`config.mk`:
```
export PLATFORM = sky130hd
export DESIGN_NAME = ask_frame_ctrl
export DESIGN_NICKNAME = d
export VERILOG_FILES = /design/src/rtl/ask_tx_pkg.sv /design/src/rtl/ask_bit_timer.sv /design/src/rtl/ask_frame_ctrl.sv
export SDC_FILE = /design/constraint.sdc
export NUM_CORES = 1
export LEC_CHECK = 0
export ABC_AREA = 0
export CORE_AREA = 2 2 83 104
export CTS_BUF_LIST = sky130_fd_sc_hd__clkbuf_4
export DETAILED_ROUTE_END_ITERATION = 7
export DIE_AREA = 0 0 85 106
export HOLD_SLACK_MARGIN = 0.05
export PLACE_DENSITY_LB_ADDON = 0.15
export SLEW_MARGIN = 5
export SYNTH_ARGS = -nofsm -noshare
export SYNTH_HDL_FRONTEND = slang
export SYNTH_SLANG_ARGS = --single-unit
```
`constraint.sdc`:
```
create_clock -name clk -period 5.5 [get_ports clk]
set_clock_uncertainty 0.1 [all_clocks]
set_input_delay 1.375 -clock clk [delete_from_list [all_inputs] [get_ports clk]]
set_output_delay 1.375 -clock clk [all_outputs]
set_load 0.01 [all_outputs]
```
`src/rtl/ask_tx_pkg.sv`:
```
// Shared state encoding and default constants for the ASK transmit frame path.
package ask_tx_pkg;

  typedef enum logic [2:0] {
    StIdle,
    StPreamble,
    StSync,
    StPayload,
    StGap
  } ask_state_e;

  localparam int unsigned WordWDefault = 12;
  localparam logic [WordWDefault-1:0] SyncWordDefault = 12'hE2B;
  localparam logic PreambleStartBit = 1'b1;

  function automatic int unsigned max3(input int unsigned a, input int unsigned b,
                                       input int unsigned c);
    int unsigned m;
    m = (a > b) ? a : b;
    return (m > c) ? m : c;
  endfunction

endpackage

```
`src/rtl/ask_bit_timer.sv`:
```
// Bit-period divider: bit_tick marks the last clk cycle of each BIT_DIV-cycle period.
module ask_bit_timer #(
  parameter int unsigned BIT_DIV = 1
) (
  input  logic clk,
  input  logic rst,
  input  logic en,
  output logic bit_tick,
  output logic bit_tick_next
);

  localparam int unsigned CntW = (BIT_DIV > 1) ? $clog2(BIT_DIV) : 1;
  localparam logic [CntW-1:0] CntLast = CntW'(BIT_DIV - 1);
  localparam logic [CntW-1:0] CntPenult = CntW'((BIT_DIV > 1) ? BIT_DIV - 2 : 0);

  logic [CntW-1:0] cnt_q, cnt_d;

  assign bit_tick = en && (cnt_q == CntLast);
  // The following cycle closes a period: used to align pulses that must land on a period end.
  assign bit_tick_next = en && (bit_tick ? (BIT_DIV == 1) : (cnt_q == CntPenult));

  // Held at zero while disabled so each enable starts a fresh period.
  always_comb begin
    cnt_d = '0;
    if (en && !bit_tick) begin
      cnt_d = cnt_q + CntW'(1);
    end
  end

  always_ff @(posedge clk or posedge rst) begin
    if (rst) begin
      cnt_q <= '0;
    end else begin
      cnt_q <= cnt_d;
    end
  end

endmodule

```
`src/rtl/ask_frame_ctrl.sv`:
```
// ASK frame sequencer: preamble, sync word, prefetched payload words, then a silent guard gap.
module ask_frame_ctrl
  import ask_tx_pkg::*;
#(
  parameter int unsigned       WORD_W        = WordWDefault,
  parameter int unsigned       PREAMBLE_LEN  = 16,
  parameter logic [WORD_W-1:0] SYNC_WORD     = WORD_W'(SyncWordDefault),
  parameter int unsigned       PAYLOAD_WORDS = 4,
  parameter int unsigned       GAP_LEN       = 8,
  parameter int unsigned       BIT_DIV       = 1
) (
  input  logic              clk,
  input  logic              rst,
  input  logic              start,
  input  logic [WORD_W-1:0] word_in,
  input  logic              word_valid,
  output logic              word_ready,
  output logic              lfsr_load,
  output logic              tx_bit,
  output logic              tx_en,
  output logic              busy,
  output logic              frame_done,
  output logic              underrun
);

  localparam int unsigned MaxLen   = max3(PREAMBLE_LEN, WORD_W, GAP_LEN);
  localparam int unsigned BitCntW  = (MaxLen > 1) ? $clog2(MaxLen) : 1;
  localparam int unsigned WordCntW = (PAYLOAD_WORDS > 1) ? $clog2(PAYLOAD_WORDS) : 1;

  localparam logic [BitCntW-1:0]  PreLast  = BitCntW'(PREAMBLE_LEN - 1);
  localparam logic [BitCntW-1:0]  WordLast = BitCntW'(WORD_W - 1);
  localparam logic [BitCntW-1:0]  GapLast  = BitCntW'(GAP_LEN - 1);
  localparam logic [WordCntW-1:0] LastWord = WordCntW'(PAYLOAD_WORDS - 1);

  ask_state_e          state_q, state_d;
  logic [BitCntW-1:0]  bit_cnt_q, bit_cnt_d;
  logic [WordCntW-1:0] word_cnt_q, word_cnt_d;
  logic [WORD_W-1:0]   shreg_q, shreg_d;
  logic [WORD_W-1:0]   pre_word_q, pre_word_d;
  logic                pre_valid_q, pre_valid_d;
  logic                word_ready_q, word_ready_d;
  logic                lfsr_load_q, lfsr_load_d;
  logic                tx_bit_q, tx_bit_d;
  logic                tx_en_q, tx_en_d;
  logic                busy_q, busy_d;
  logic                frame_done_q, frame_done_d;
  logic                underrun_q, underrun_d;

  logic              timer_en, bit_tick, bit_tick_next;
  logic              xfer, word_avail;
  logic [WORD_W-1:0] next_word;

  assign timer_en = (state_q != StIdle);

  ask_bit_timer #(
    .BIT_DIV(BIT_DIV)
  ) u_bit_timer (
    .clk          (clk),
    .rst          (rst),
    .en           (timer_en),
    .bit_tick     (bit_tick),
    .bit_tick_next(bit_tick_next)
  );

  always_comb begin
    state_d      = state_q;
    bit_cnt_d    = bit_cnt_q;
    word_cnt_d   = word_cnt_q;
    shreg_d      = shreg_q;
    pre_word_d   = pre_word_q;
    pre_valid_d  = pre_valid_q;
    tx_bit_d     = tx_bit_q;
    tx_en_d      = tx_en_q;
    busy_d       = busy_q;
    lfsr_load_d  = 1'b0;
    underrun_d   = 1'b0;
    frame_done_d = 1'b0;

    xfer       = word_valid && word_ready_q;
    // A word accepted in the last cycle of the window is used directly, bypassing prefetch.
    word_avail = pre_valid_q || xfer;
    next_word  = pre_valid_q ? pre_word_q : word_in;
    if (xfer) begin
      pre_valid_d = 1'b1;
      pre_word_d  = word_in;
    end

    unique case (state_q)
      StIdle: begin
        if (start) begin
          state_d     = StPreamble;
          bit_cnt_d   = '0;
          word_cnt_d  = '0;
          pre_valid_d = 1'b0;
          tx_bit_d    = PreambleStartBit;
          tx_en_d     = 1'b1;
          busy_d      = 1'b1;
          lfsr_load_d = 1'b1;
        end
      end
      StPreamble: begin
        if (bit_tick) begin
          if (bit_cnt_q == PreLast) begin
            state_d               = StSync;
            bit_cnt_d             = '0;
            {tx_bit_d, shreg_d}   = {SYNC_WORD, 1'b0};
          end else begin
            bit_cnt_d = bit_cnt_q + BitCntW'(1);
            tx_bit_d  = ~tx_bit_q;
          end
        end
      end
      StSync, StPayload: begin
        if (bit_tick) begin
          if (bit_cnt_q != WordLast) begin
            bit_cnt_d           = bit_cnt_q + BitCntW'(1);
            {tx_bit_d, shreg_d} = {shreg_q, 1'b0};
          end else if (state_q == StPayload && word_cnt_q == LastWord) begin
            state_d   = StGap;
            bit_cnt_d = '0;
            tx_en_d   = 1'b0;
            tx_bit_d  = 1'b0;
          end else if (word_avail) begin
            state_d             = StPayload;
            word_cnt_d          = (state_q == StSync) ? '0 : word_cnt_q + WordCntW'(1);
            bit_cnt_d           = '0;
            {tx_bit_d, shreg_d} = {next_word, 1'b0};
            pre_valid_d         = 1'b0;
          end else begin
            state_d    = StGap;
            bit_cnt_d  = '0;
            tx_en_d    = 1'b0;
            tx_bit_d   = 1'b0;
            underrun_d = 1'b1;
          end
        end
      end
      StGap: begin
        if (bit_tick) begin
          if (bit_cnt_q == GapLast) begin
            state_d = StIdle;
            busy_d  = 1'b0;
          end else begin
            bit_cnt_d = bit_cnt_q + BitCntW'(1);
          end
        end
      end
      default: begin
        state_d = StIdle;
      end
    endcase

    // Ready spans the final bit of sync and of every payload word that has a successor.
    word_ready_d = ((state_d == StSync) ||
                    (state_d == StPayload && word_cnt_d != LastWord)) &&
                   (bit_cnt_d == WordLast) && !pre_valid_d;
    frame_done_d = (state_d == StGap) && (bit_cnt_d == GapLast) && bit_tick_next;
  end

  always_ff @(posedge clk or posedge rst) begin
    if (rst) begin
      state_q      <= StIdle;
      bit_cnt_q    <= '0;
      word_cnt_q   <= '0;
      shreg_q      <= '0;
      pre_word_q   <= '0;
      pre_valid_q  <= 1'b0;
      word_ready_q <= 1'b0;
      lfsr_load_q  <= 1'b0;
      tx_bit_q     <= 1'b0;
      tx_en_q      <= 1'b0;
      busy_q       <= 1'b0;
      frame_done_q <= 1'b0;
      underrun_q   <= 1'b0;
    end else begin
      state_q      <= state_d;
      bit_cnt_q    <= bit_cnt_d;
      word_cnt_q   <= word_cnt_d;
      shreg_q      <= shreg_d;
      pre_word_q   <= pre_word_d;
      pre_valid_q  <= pre_valid_d;
      word_ready_q <= word_ready_d;
      lfsr_load_q  <= lfsr_load_d;
      tx_bit_q     <= tx_bit_d;
      tx_en_q      <= tx_en_d;
      busy_q       <= busy_d;
      frame_done_q <= frame_done_d;
      underrun_q   <= underrun_d;
    end
  end

  assign word_ready = word_ready_q;
  assign lfsr_load  = lfsr_load_q;
  assign tx_bit     = tx_bit_q;
  assign tx_en      = tx_en_q;
  assign busy       = busy_q;
  assign frame_done = frame_done_q;
  assign underrun   = underrun_q;

endmodule

```
Word level (Yosys, flattened, before mapping)
Index checks and enable logic that the tools add are counted.
{"block": "totals", "register_bits": 42, "latchBits": 0, "mem_bits_rw": 0, "mem_bits_ro": 0, "input_bits": 16, "out_inout_bits": 7, "word_cells": 133, "mem_count": 0}
{"block": "op_classes", "n_addsub": 3, "multipliers": 0, "n_div": 0, "n_lt_le_gt_ge": 0, "eq_ne": 24, "shifts": 0, "n_mux": 65, "bitwise_logic": 2, "n_reduce_logical": 25}
{"op": "2-to-1 mux 12 bit", "count": 7}
{"op": "2-to-1 mux 1 bit", "count": 28}
{"op": "2-to-1 mux 4 bit", "count": 7}
{"op": "2-to-1 mux 3 bit", "count": 9}
{"op": "case mux 12 bit (2 select lines)", "count": 1}
{"op": "case mux 4 bit (4 select lines)", "count": 1}
{"op": "== test 3 x 2 -> 1 bit, second input constant", "count": 4}
{"op": "2-to-1 mux 2 bit", "count": 6}
{"op": "case mux 3 bit (4 select lines)", "count": 1}
{"op": "logical AND 1 bit", "count": 10}
{"op": "!= test 2 bit, second input constant", "count": 5}
{"op": "!= test 3 bit, second input constant", "count": 3}
{"op": "== test 4 x 3 -> 1 bit, second input constant", "count": 2}
{"op": "== test 4 bit, second input constant", "count": 2}
{"op": "AND reduction 4 bit", "count": 2}
{"op": "== test 3 bit, second input constant", "count": 2}
{"op": "!= test 2 x 1 -> 1 bit, second input constant", "count": 3}
{"op": "case mux 1 bit (2 select lines)", "count": 3}
{"op": "AND reduction 6 bit", "count": 1}
{"op": "nonzero test 2 bit", "count": 3}
{"op": "nonzero test 3 bit", "count": 2}
{"op": "AND reduction 5 bit", "count": 1}
{"op": "adder 4 x 1 -> 4 bit, second input constant", "count": 1}
{"op": "!= test 4 bit, second input constant", "count": 1}
{"op": "other kinds (11)", "count": 14}

Depth between registers and ports, before layout
Gate-level depths: netlist of run 1.
{"block": "logic_depth", "ltp_word": 12, "ltp_mapped": 8, "ltp_nobuf": 7}

Modules after synthesis
Synthesis of run 1 repeated with hierarchy kept, for this count alone.
{"block": "hier_totals", "hier_cells": 223, "area_unflattened_um2": 2368.5}
{"module": "ask_frame_ctrl", "n_inst": 1, "cells_each": 218, "area_per_inst_um2": 2314.7, "seq_area_each_um2": 1001.0}
{"module": "ask_bit_timer", "n_inst": 1, "cells_each": 5, "area_per_inst_um2": 53.8, "seq_area_each_um2": 25.0}

Least setup slack after synthesis of run 1
No wires, ideal clock.
{"block": "synth_timing", "kind": "input-to-reg", "startpoint": "in word_valid", "endpoint": "reg word_ready_q, in the netlist word_ready", "setup_ps": 95, "t_arrival_ps": 2469, "required_ps": 5305, "slack_ps": 2836, "stages": 5, "cell_sequence": "a21oi_2 > a311oi_2 > nor2_1 > or4b_4 > nor4b_2"}
{"block": "synth_between", "elab_cells_between_ends": 27, "classes_between": "eq/ne (3); mux (17); reduce/logical (7)"}
{"item": "start: declaration", "line_no": "ask_frame_ctrl.sv:16", "text": "input logic word_valid,"}
{"item": "logical AND 1 bit *", "line_no": "ask_frame_ctrl.sv:79", "text": "xfer = word_valid && word_ready_q;"}
{"item": "2-to-1 mux 1 bit or logical OR 1 bit (tied branches)", "line_no": "ask_frame_ctrl.sv:83, ask_frame_ctrl.sv:81"}
{"item": "2-to-1 mux 1 bit", "line_no": "ask_frame_ctrl.sv:123", "text": "end else if (word_avail) begin"}
{"item": "2-to-1 mux 1 bit", "line_no": "ask_frame_ctrl.sv:118", "text": "end else if (state_q == StPayload && word_cnt_q == LastWord) begin"}
{"item": "2-to-1 mux 1 bit", "line_no": "ask_frame_ctrl.sv:115", "text": "if (bit_cnt_q != WordLast) begin"}
{"item": "2-to-1 mux 1 bit", "line_no": "ask_frame_ctrl.sv:114", "text": "if (bit_tick) begin"}
{"item": "case mux 1 bit (2 select lines) *", "line_no": "ask_frame_ctrl.sv:88", "text": "unique case (state_q)"}
{"item": "net pre_valid_d", "line_no": "ask_frame_ctrl.sv:40", "text": "logic pre_valid_q, pre_valid_d;"}
{"item": "zero test 1 bit *", "line_no": "ask_frame_ctrl.sv:156", "text": "(bit_cnt_d == WordLast) && !pre_valid_d;"}
{"item": "logical AND 1 bit *", "line_no": "ask_frame_ctrl.sv:156"}
{"item": "net word_ready_d", "line_no": "ask_frame_ctrl.sv:41", "text": "logic word_ready_q, word_ready_d;"}
{"item": "end signal: assignment", "line_no": "ask_frame_ctrl.sv:182", "text": "word_ready_q <= word_ready_d;"}
{"item": "end: declaration", "line_no": "ask_frame_ctrl.sv:41"}
Mark *: on every way through the listed nets, which the timed path passes. The rest lies on a longest branch.
A chain may end at the register's enable or synchronous reset.

Worst setup path in the final report of run 1
Same ends and word-level chain as after synthesis.

==> out/metrics.yaml, run 1 <==
run_status:
  outcome: "finished clean"
cts:
  cts_max_level: 2
  cts.path.max_buffers: 2
  ctsHoldBuffers: 0
  clkLatencyLatePin_ns: 0.35
  cts_buffers: 5
  cts_resized: 0
  cts_tree: "done"
  cts_setup_buffers: 0
  clk_pin_slew_ns: 0.13
  cts.sinks: 41
  cts_root_buf: "clkbuf_4"
placement:
  gp_congestion: 0.8471
  dp_hpwl_um: 3760
  dpl-instance-area_um2: 2597
  dpl.cell_count: 349
  portBuffers: 22
synth:
  ys.flop_type: "dfrtp_1"
  synth-async-reset-ratio_pct: 100.0
  netlist_instances: 246
  syn_nets: 264
  synth.yosys.seq_area_share_pct: 43.78
  synth_top_cell_by_area: "dfrtp_1"
  netlist_area_um2: 2343
  ys_seq_elements: 41
  muxShareOfSynthArea_pct: 10.95
  syn_area_per_cell_um2: 9.526
  synth_cell_types: 55
  synth_xor_area_share_pct: 0
  synth_commonest_cells: "dfrtp_1 (41), nand2_1 (26), nor2_1 (17)"
  synth_compound_area_share_pct: 16.92
  ys_warn_count: 0
  synth_top_family_by_area: "simple AND/OR/NAND/NOR gates"
  synthTopCellsByArea: "dfrtp_1 (44%), mux2_2 (6.2%), mux2i_1 (4.7%)"
  yosys.area_share.simple_pct: 20.45
  synth-edff-count: 0
  synth_top_area_share_pct: 43.78
  synth.most_common_cell: "dfrtp_1"
  synthAdderAreaFrac_pct: 1.068
pwr:
  power_frac_comb_pct: 38.0
  vdd_drop_max_uv: 152.5
  swShare_pct: 39.49
  intPower_mw: 0.6156
  power_per_cell_area_nw_per_um2: 385.3
  p_sw_mw: 0.4017
  static-leakage-power_nw: 1.074
  p_clk_share_pct: 13.8
  seqPwrFrac_pct: 48.2
floorplanning:
  dieWidth_um: 85
  ioPinCount: 23
  die_area_um2: 9010
  rows: 37
  core_um2: 8102
  start_util_pct: 28.93
  die_h_um: 106
critical_path:
  max_stage_delay_ns: 0.47
  crit_required_ns: 5.67
  critPathLaunchType: "input pin"
  cp_num_buf_inv: 1
  critical_path_class: "in2reg"
  critPathMaxFanout: 6
  crit_chain: "clkdlybuf4s50_1, a21oi_2, a311oi_2, nor2_1, or4b_4, nor4b_2"
  cp_slowest_cell: "clkdlybuf4s50_1"
  crit_family: "simple AND/OR/NAND/NOR gates"
  crit_path_end_kind: "register"
  arrival_ns: 3.09
cells_and_area:
  multi_input_area_um2: 1161
  seqCellArea_um2: 1026
  fill_cells: 833
  drive_gt1_share_pct: 13.57
  final_cell_area_um2: 2640
  n_antenna_cell: 0
  nets: 277
  post-route-util_pct: 32.59
  final_cells: 355
  area_delta_synth_final_pct: 12.65
worst_hold_path:
  hp-class: "reg2reg"
sta:
  period_share_pct: 53.10
  final-setup-viol-count: 0
  fin_crit_ns: 2.920
  hold_viol_final: 0
  rsz0062_at_grt: "no"
  worstMarginPinSlew_ns: 0.8759
  slew_headroom_pct: 41.61
  hold-worst-slack_ns: 0.3917
  maxSlewViolCount: 0
  max_freq_ghz: 0.3424
  setup_tns_ns: 0
routing:
  postRouteAntennaNets: 0
  totalWireLength_um: 5482
  dr.pass1.iters: 4
  drc: 0
  vias_per_cell: 5.234
  drtIter0Drc: 72
  vias: 1858
  routedWlPerCell_um: 15.44
global_routing:
  grt_pass1_vias: 1838
  grt-ovfl-total: 0
  track_usage_pct: 12.91
  grt_max_degree: 42
  grt_pass1_wl_um: 9204
  grt_antenna_before_repair: 0
flow_run:
  drv_cap: 0
-- power groups by stage --
stage                     logic (mW)  registers (mW)  clock network (mW)
after floorplan                0.350           0.436                   0
after global placement         0.391           0.498                   0
after detailed placement       0.389           0.497                   0
after CTS                      0.392           0.490               0.153
after global routing           0.440           0.509               0.163
final                          0.386           0.491               0.140
-- flip-flops by register name, summed over array words and instances (netlist names) --
signal,count
tx_bit,1
bit_cnt_q,4
state_q,3
busy,1
word_cnt_q,2
frame_done,1
pre_word_q,12
tx_en,1
lfsr_load,1
underrun,1
word_ready,1
u_bit_timer.cnt_q,1
shreg_q,11
pre_valid_q,1
-- metrics by stage --
stage                     setup WS, ns  power, mW
after floorplan                  2.836     0.7858
after global placement           2.236     0.8889
after detailed placement         2.204     0.8863
after CTS                        2.585      1.035
after global routing             2.522      1.112
final                            2.580      1.017
-- area by class of cell --
type                       instances  area share [%]
timing repair buffer              24           8.910
inverter                          13           2.038
tap                               97           4.597
clock inverter                     1          0.1896
multi-input combinational        174           43.98
clock buffer                       5           1.422
sequential                        41           38.86
-- routing by layer --
| metal | routed length (um) | global-route usage, % | part of all wire (%) |
|---|---|---|---|
| met1 | 2417 | 15.20 | 44 |
| met2 | 2725 | 22.38 | 50 |
| met3 | 139 | 2.407 | 2.5 |
| met4 | 201 | 6.122 | 3.7 |
| met5 | 0 | 0 | 0 |
-- worst min-delay path, cell delays in order, from the launching register on --
cell and delay, ns:
dfrtp_1 0.36, nand2_1 0.05, nand2_1 0.06
-- cells by family (layout without fill, tap and decap cells) --
family / count (synthesis) / after routing
mux: 24 / 24
simple gates: 86 / 86
fa+ha+maj: 2 / 2
other cells: 1 / 1
flops: 41 / 41
buf+inv: 31 / 43
compound gates: 61 / 61
-- placed cells by master (no fill, tap or decap), types with 3 or more instances in the layout --
| master | instances |
|---|---|
| a21o_1 | 3 |
| a21oi_1 | 6 |
| a31oi_1 | 11 |
| clkbuf_4 | 5 |
| clkdlybuf4s50_1 | 22 |
| dfrtp_1 | 41 |
| inv_1 | 11 |
| mux2_2 | 13 |
| mux2i_1 | 11 |
| nand2_1 | 26 |
| nand2b_1 | 5 |
| nand3_1 | 9 |
| nand3b_1 | 3 |
| nand4_1 | 3 |
| nor2_1 | 17 |
| o2111ai_1 | 5 |
| o21ai_0 | 15 |
| o21ai_1 | 5 |
| o22ai_1 | 4 |
-- path summary, 6_finish.rpt --
kind / start / end / slack (ns) / cells past startpoint
max reg2reg: bit_cnt_q[0] / frame_done / 2.82 / 6
min reg2reg: pre_word_q[11] / pre_word_q[11] / 0.39 / 2
min in group asynchronous: rst / word_cnt_q[1] / 1.36 / 3
max: word_valid / word_ready / 2.58 / 6
min: pre_word_q[11] / pre_word_q[11] / 0.39 / 2
max in group asynchronous: rst / shreg_q[9] / 3.54 / 3
(Power assumes the default switching activity.)
==> run 2: changes to the inputs <==
- clock period: 5.5 -> 2.77 ns (I/O delays scaled with it)
==> out/metrics.yaml, run 2 (synthesized netlist as in run 1, its figures left out) <==
critical_path:
  crit_chain: "or3b_1, nor4_2, nand3b_1, a221oi_1, nor4b_2"  # was clkdlybuf4s50_1, a21oi_2, a311oi_2, nor2_1, or4b_4, nor4b_2
  reg2reg_from: "state_q[1]"  # was bit_cnt_q[0]
  cp_num_buf_inv: 0  # was 1
  critPathLaunchType: "register"  # was input pin
  crit_required_ns: 2.90  # was 5.67 ns
  rrSetupSlack_ns: 0.46  # was 2.82 ns
  max_stage_delay_ns: 0.80  # was 0.47 ns
  critPathMaxFanout: 20  # was 6
  crit_path_end_kind: "register"  # unchanged
  cp_slowest_cell: "dfrtp_1"  # was clkdlybuf4s50_1
  arrival_ns: 2.45  # was 3.09 ns
  crit_family: "simple AND/OR/NAND/NOR gates"  # unchanged
  startpoint: "state_q[1]"  # was word_valid
  critical_path_class: "reg2reg"  # was in2reg
floorplanning:
  die_h_um: 106  # unchanged
  rows: 37  # unchanged
  core_um2: 8102  # unchanged
  ioPinCount: 23  # unchanged
  dieWidth_um: 85  # unchanged
  start_util_pct: 28.93  # unchanged
  die_area_um2: 9010  # unchanged
cts:
  cts_root_buf: "clkbuf_4"  # unchanged
  clk_pin_slew_ns: 0.13  # about the same
  ctsHoldBuffers: 0  # unchanged
  cts.sinks: 41  # unchanged
  cts_buffers: 5  # unchanged
  cts_setup_buffers: 0  # unchanged
  clkLatencyLatePin_ns: 0.35  # about the same
  cts_tree: "done"  # unchanged
  cts_resized: 0  # unchanged
  cts.path.max_buffers: 2  # unchanged
  cts_max_level: 2  # unchanged
routing:
  dr.pass1.iters: 4  # unchanged
  totalWireLength_um: 5380  # was 5482 um
  drtIter0Drc: 102  # was 72
  vias_per_cell: 5.119  # was 5.234
  routedWlPerCell_um: 14.86  # was 15.44 um
  postRouteAntennaNets: 0  # unchanged
  vias: 1853  # was 1858
  drc: 0  # unchanged
pwr:
  power_per_cell_area_nw_per_um2: 794.6  # was 385.3 nW/um2
  intPower_mw: 1.349  # was 0.6156 mW
  fin_total_pwr_mw: 2.166  # was 1.017 mW
  seqPwrFrac_pct: 43.4  # was 48.2%
  vdd_drop_max_uv: 297.0  # was 152.5 uV
  power_frac_comb_pct: 38.5  # was 38.0%
  static-leakage-power_nw: 1.116  # was 1.074 nW
  p_clk_share_pct: 18.1  # was 13.8%
  p_sw_mw: 0.8171  # was 0.4017 mW
  swShare_pct: 37.72  # was 39.49%
global_routing:
  track_usage_pct: 12.74  # was 12.91%
  grt_pass1_wl_um: 9114  # was 9204 um
  grt-ovfl-total: 0  # unchanged
  grt_max_degree: 26  # was 42
  grt_antenna_before_repair: 0  # unchanged
  grt_pass1_vias: 1827  # was 1838
cells_and_area:
  area_delta_synth_final_pct: 16.34  # was 12.65%
  layout_commonest_cell: "dfrtp_1"  # unchanged
  drive_gt1_share_pct: 15.47  # was 13.57%
  largest_registers: "pre_word_q: 12 flops, shreg_q: 11 flops, bit_cnt_q: 4 flops"  # unchanged
  final_cells: 362  # was 355
  final_cell_mix: "dfrtp_1 (41), nand2_1 (26), clkdlybuf4s50_1 (22)"  # unchanged
  final_cell_area_um2: 2726  # was 2640 um2
  n_antenna_cell: 0  # unchanged
  seqCellArea_um2: 1026  # unchanged
  largest_register_ffs: 12  # unchanged
  largest_register: "pre_word_q"  # unchanged
  fill_cells: 834  # was 833
  multi_input_area_um2: 1161  # unchanged
  nets: 282  # was 277
worst_hold_path:
  hp-class: "reg2reg"  # unchanged
  hold_start: "pre_word_q[11]"  # unchanged
sta:
  maxSlewViolCount: 0  # unchanged
  period_share_pct: 83.45
  max_freq_ghz: 0.4326
  final-setup-viol-count: 0  # unchanged
  fin_crit_ns: 2.311
  worstMarginPinSlew_ns: 0.6774  # was 0.8759 ns
  slew_headroom_pct: 54.56  # was 41.61%
  rsz0062_at_grt: "no"  # unchanged
  hold_viol_final: 0  # unchanged
  hold-worst-slack_ns: 0.3982  # was 0.3917 ns
  setup_tns_ns: 0  # unchanged
placement:
  dp_hpwl_um: 3960  # was 3760 um
  portBuffers: 22  # unchanged
  gp_congestion: 0.8922  # was 0.8471
  dpl-instance-area_um2: 2648  # was 2597 um2
  dpl.cell_count: 354  # was 349
run_status:
  outcome: "finished clean"  # unchanged
flow_run:
  drv_cap: 0  # unchanged
## run 2: path summary, 6_finish.rpt
check,to,depth (start not counted)
max,word_ready,5
min,pre_word_q[11],2
max reg2reg,word_ready,5
min reg2reg,pre_word_q[11],2
max in group asynchronous,pre_word_q[10],3
min in group asynchronous,pre_valid_q,2
## run 2: cell type report
class	instances	area share, %
well taps	97	4.452
clock inverters	3	1.514
multi-input cells	174	42.59
repair buffers	29	10.46
clock buffers	5	1.377
inverters	13	1.973
flip-flops and latches	41	37.63
## run 2: per-stage QoR
stage | util, % | setup slack, ns
6_report | 33.65 | 0.4585
5_1_grt | 33.65 | 0.2580
4_1_cts | 33.65 | 0.4457
3_5_place_dp | 32.68 | 0.1371
3_3_place_gp | 32.68 | 0.2012
2_1_floorplan | - | 0.7754
## run 2: routing by layer
metal  vias up  part of all wire, %  GRT usage, %  wire length (um)
met2        23                   50         21.48              2708
met4         0                  2.4         5.556               128
met1       898                   45         15.84              2433
met3         9                  2.0         2.174               110
li1        923                    -             -                 -
met5         -                    0             0                 0
## run 2: power by group through the flow
stage	Sequential [mW]	Clock, mW	Combinational, mW
2_1_floorplan	0.865	0	0.695
3_3_place_gp	0.951	0	0.842
3_5_place_dp	0.951	0	0.846
4_1_cts	0.939	0.412	0.847
5_1_grt	0.969	0.436	0.940
6_report	0.940	0.393	0.833
## run 2: worst register-to-register path, stage by stage, from the launching register on
cell	delay, ns
dfrtp_1	0.80
or3b_1	0.46
nor4_2	0.31
nand3b_1	0.11
a221oi_1	0.35
nor4b_2	0.08
==> run 3: changes to the inputs <==
- clock period: 2.77 -> 2.4 ns (I/O delays scaled with it)
==> out/metrics.yaml, run 3 (synthesized netlist as in run 1, its figures left out) <==
placement:
  dp_worst_setup_slack_ns: -0.06031  # was 0.1371 ns
  portBuffers: 22  # unchanged
  dp_hpwl_um: 4122  # was 3960 um
  gp_congestion: 0.8282  # was 0.8922
  dpl.cell_count: 369  # was 354
floorplanning:
  die_h_um: 106  # unchanged
  start_util_pct: 28.93  # unchanged
  rows: 37  # unchanged
  ioPinCount: 23  # unchanged
  dieWidth_um: 85  # unchanged
  core_um2: 8102  # unchanged
  die_area_um2: 9010  # unchanged
worst_hold_path:
  hp-class: "reg2reg"  # unchanged
  min_path_cells: 2  # unchanged
cts:
  cts_max_level: 2  # unchanged
  cts_tree: "done"  # unchanged
  cts_resized: 0  # unchanged
  ctsHoldBuffers: 0  # unchanged
  clkLatencyLatePin_ns: 0.36  # was 0.35 ns
  cts_setup_buffers: 0  # unchanged
  clk_pin_slew_ns: 0.14  # was 0.13 ns
  cts.path.max_buffers: 2  # unchanged
  cts_buffers: 5  # unchanged
  cts_root_buf: "clkbuf_4"  # unchanged
  cts.sinks: 41  # unchanged
cells_and_area:
  area_delta_synth_final_pct: 20.98  # was 16.34%
  n_antenna_cell: 0  # unchanged
  layout_commonest_cell: "dfrtp_1"  # unchanged
  final_cell_mix: "dfrtp_1 (41), nand2_1 (26), clkdlybuf4s50_1 (22)"  # unchanged
  nets: 297  # was 282
  largest_register_ffs: 12  # unchanged
  drive_gt1_share_pct: 20.71  # was 15.47%
  final_cells: 377  # was 362
  largest_registers: "pre_word_q: 12 flops, shreg_q: 11 flops, bit_cnt_q: 4 flops"  # unchanged
  largest_register: "pre_word_q"  # unchanged
global_routing:
  grt_antenna_before_repair: 0  # unchanged
  grt_pass1_wl_um: 9522  # was 9114 um
  grt_max_degree: 42  # was 26
  grt-ovfl-total: 0  # unchanged
  track_usage_pct: 13.20  # was 12.74%
  grt_pass1_vias: 1999  # was 1827
critical_path:
  crit_path_end_kind: "register"  # unchanged
  critical_path_class: "reg2reg"  # unchanged
  arrival_ns: 2.38  # was 2.45 ns
  crit_required_ns: 2.57  # was 2.90 ns
  crit_chain: "ha_2, nand2b_1, o21ai_2, a31oi_1, or4b_4, nor4b_2"  # was or3b_1, nor4_2, nand3b_1, a221oi_1, nor4b_2
  max_stage_delay_ns: 0.54  # was 0.80 ns
  critPathMaxFanout: 8  # was 20
  reg2regPathDepth: 6  # was 5
  cp_slowest_cell: "or4b_4"  # was dfrtp_1
  critPathLaunchType: "register"  # unchanged
sta:
  period_share_pct: 92.07  # was 83.45%
  maxSlewViolCount: 0  # unchanged
  rsz0062_at_grt: "no"  # unchanged
  max_freq_ghz: 0.4526  # was 0.4326 GHz
  fin_crit_ns: 2.210  # was 2.311 ns
  worst_slack_ns: 0.1904  # was 0.4585 ns
  final-setup-viol-count: 0  # unchanged
  hold_viol_final: 0  # unchanged
routing:
  vias: 1949  # was 1853
  totalWireLength_um: 5605  # was 5380 um
  drtIter0Drc: 86  # was 102
  drc: 0  # unchanged
  routedWlPerCell_um: 14.87  # was 14.86 um
  dr.pass1.iters: 4  # unchanged
  postRouteAntennaNets: 0  # unchanged
  vias_per_cell: 5.170  # was 5.119
pwr:
  power_frac_comb_pct: 42.8  # was 38.5%
  static-leakage-power_nw: 1.178  # was 1.116 nW
  power_per_cell_area_nw_per_um2: 878.1  # was 794.6 nW/um2
  p_clk_share_pct: 14.9  # was 18.1%
  swShare_pct: 39.31  # was 37.72%
  vdd_drop_max_uv: 373.9  # was 297.0 uV
  p_sw_mw: 0.9786  # was 0.8171 mW
  seqPwrFrac_pct: 42.3  # was 43.4%
  fin_total_pwr_mw: 2.490  # was 2.166 mW
  intPower_mw: 1.511  # was 1.349 mW
run_status:
  outcome: "finished clean"  # unchanged
flow_run:
  drv_cap: 0  # unchanged
[run 3: cell count changes in the layout (fill, tap and decap cells not counted), sizes merged]
cell,before,now
buf,7,22
bufinv,1,0
clkinvlp,1,3
clkinv,3,2
[run 3: routing by layer]
layer | up-vias | share of wire, % | global-route usage, %
met5 | - | 0 | 0
met4 | 0 | 3.2 | 6.349
met3 | 14 | 3.6 | 2.562
met2 | 42 | 50 | 21.88
met1 | 944 | 43 | 16.30
li1 | 949 | - | -
[run 3: area by class of cell]
| cell class | count | area, um2 |
|---|---|---|
| sequential | 41 | 1026 |
| inverter | 13 | 53.80 |
| fill | 813 | 5266 |
| clock buffer | 5 | 37.54 |
| multi-input combinational | 174 | 1164 |
| timing repair buffer | 44 | 410.4 |
| clock inverter | 3 | 22.52 |
| tap | 97 | 121.4 |
[run 3: worst paths after layout]
kind / slack (ns) / end / start
setup reg to reg: 0.19 / word_ready / bit_cnt_q[0]
hold reg to reg: 0.39 / pre_word_q[11] / pre_word_q[11]
setup / recovery: 0.19 / word_ready / bit_cnt_q[0]
max in group asynchronous: 1.53 / pre_word_q[8] / rst
hold / removal: 0.39 / pre_word_q[11] / pre_word_q[11]
min in group asynchronous: 0.47 / shreg_q[9] / rst
[run 3: stage by stage]
stage               cell area (um2)  utilization, %  setup TNS (ns)  hold slack, ns
floorplan                      2344               -               0          0.3462
global placement               2773           34.22        -0.03093          0.3592
detailed placement             2773           34.22        -0.06031          0.3661
CTS                            2833           34.97               0          0.3993
global route                   2835           35.00               0          0.4335
finish                         2835           35.00               0          0.3932
[run 3: power groups by stage]
stage | Sequential [mW] | Clock (mW) | Combinational, mW
2_1_floorplan | 0.999 | 0 | 0.802
3_3_place_gp | 1.07 | 0 | 1.07
3_5_place_dp | 1.07 | 0 | 1.07
4_1_cts | 1.05 | 0.392 | 1.08
5_1_grt | 1.08 | 0.430 | 1.19
6_report | 1.05 | 0.372 | 1.06
[run 3: critical path: cells and delay by family (launching register included)]
family | cells | cell delay (ns)
AO/OA/AOI/OAI | 2 | 0.32
AND/OR/NAND/NOR | 3 | 0.97
flip-flops | 1 | 0.44
adder cells (fa/ha/maj) | 1 | 0.29
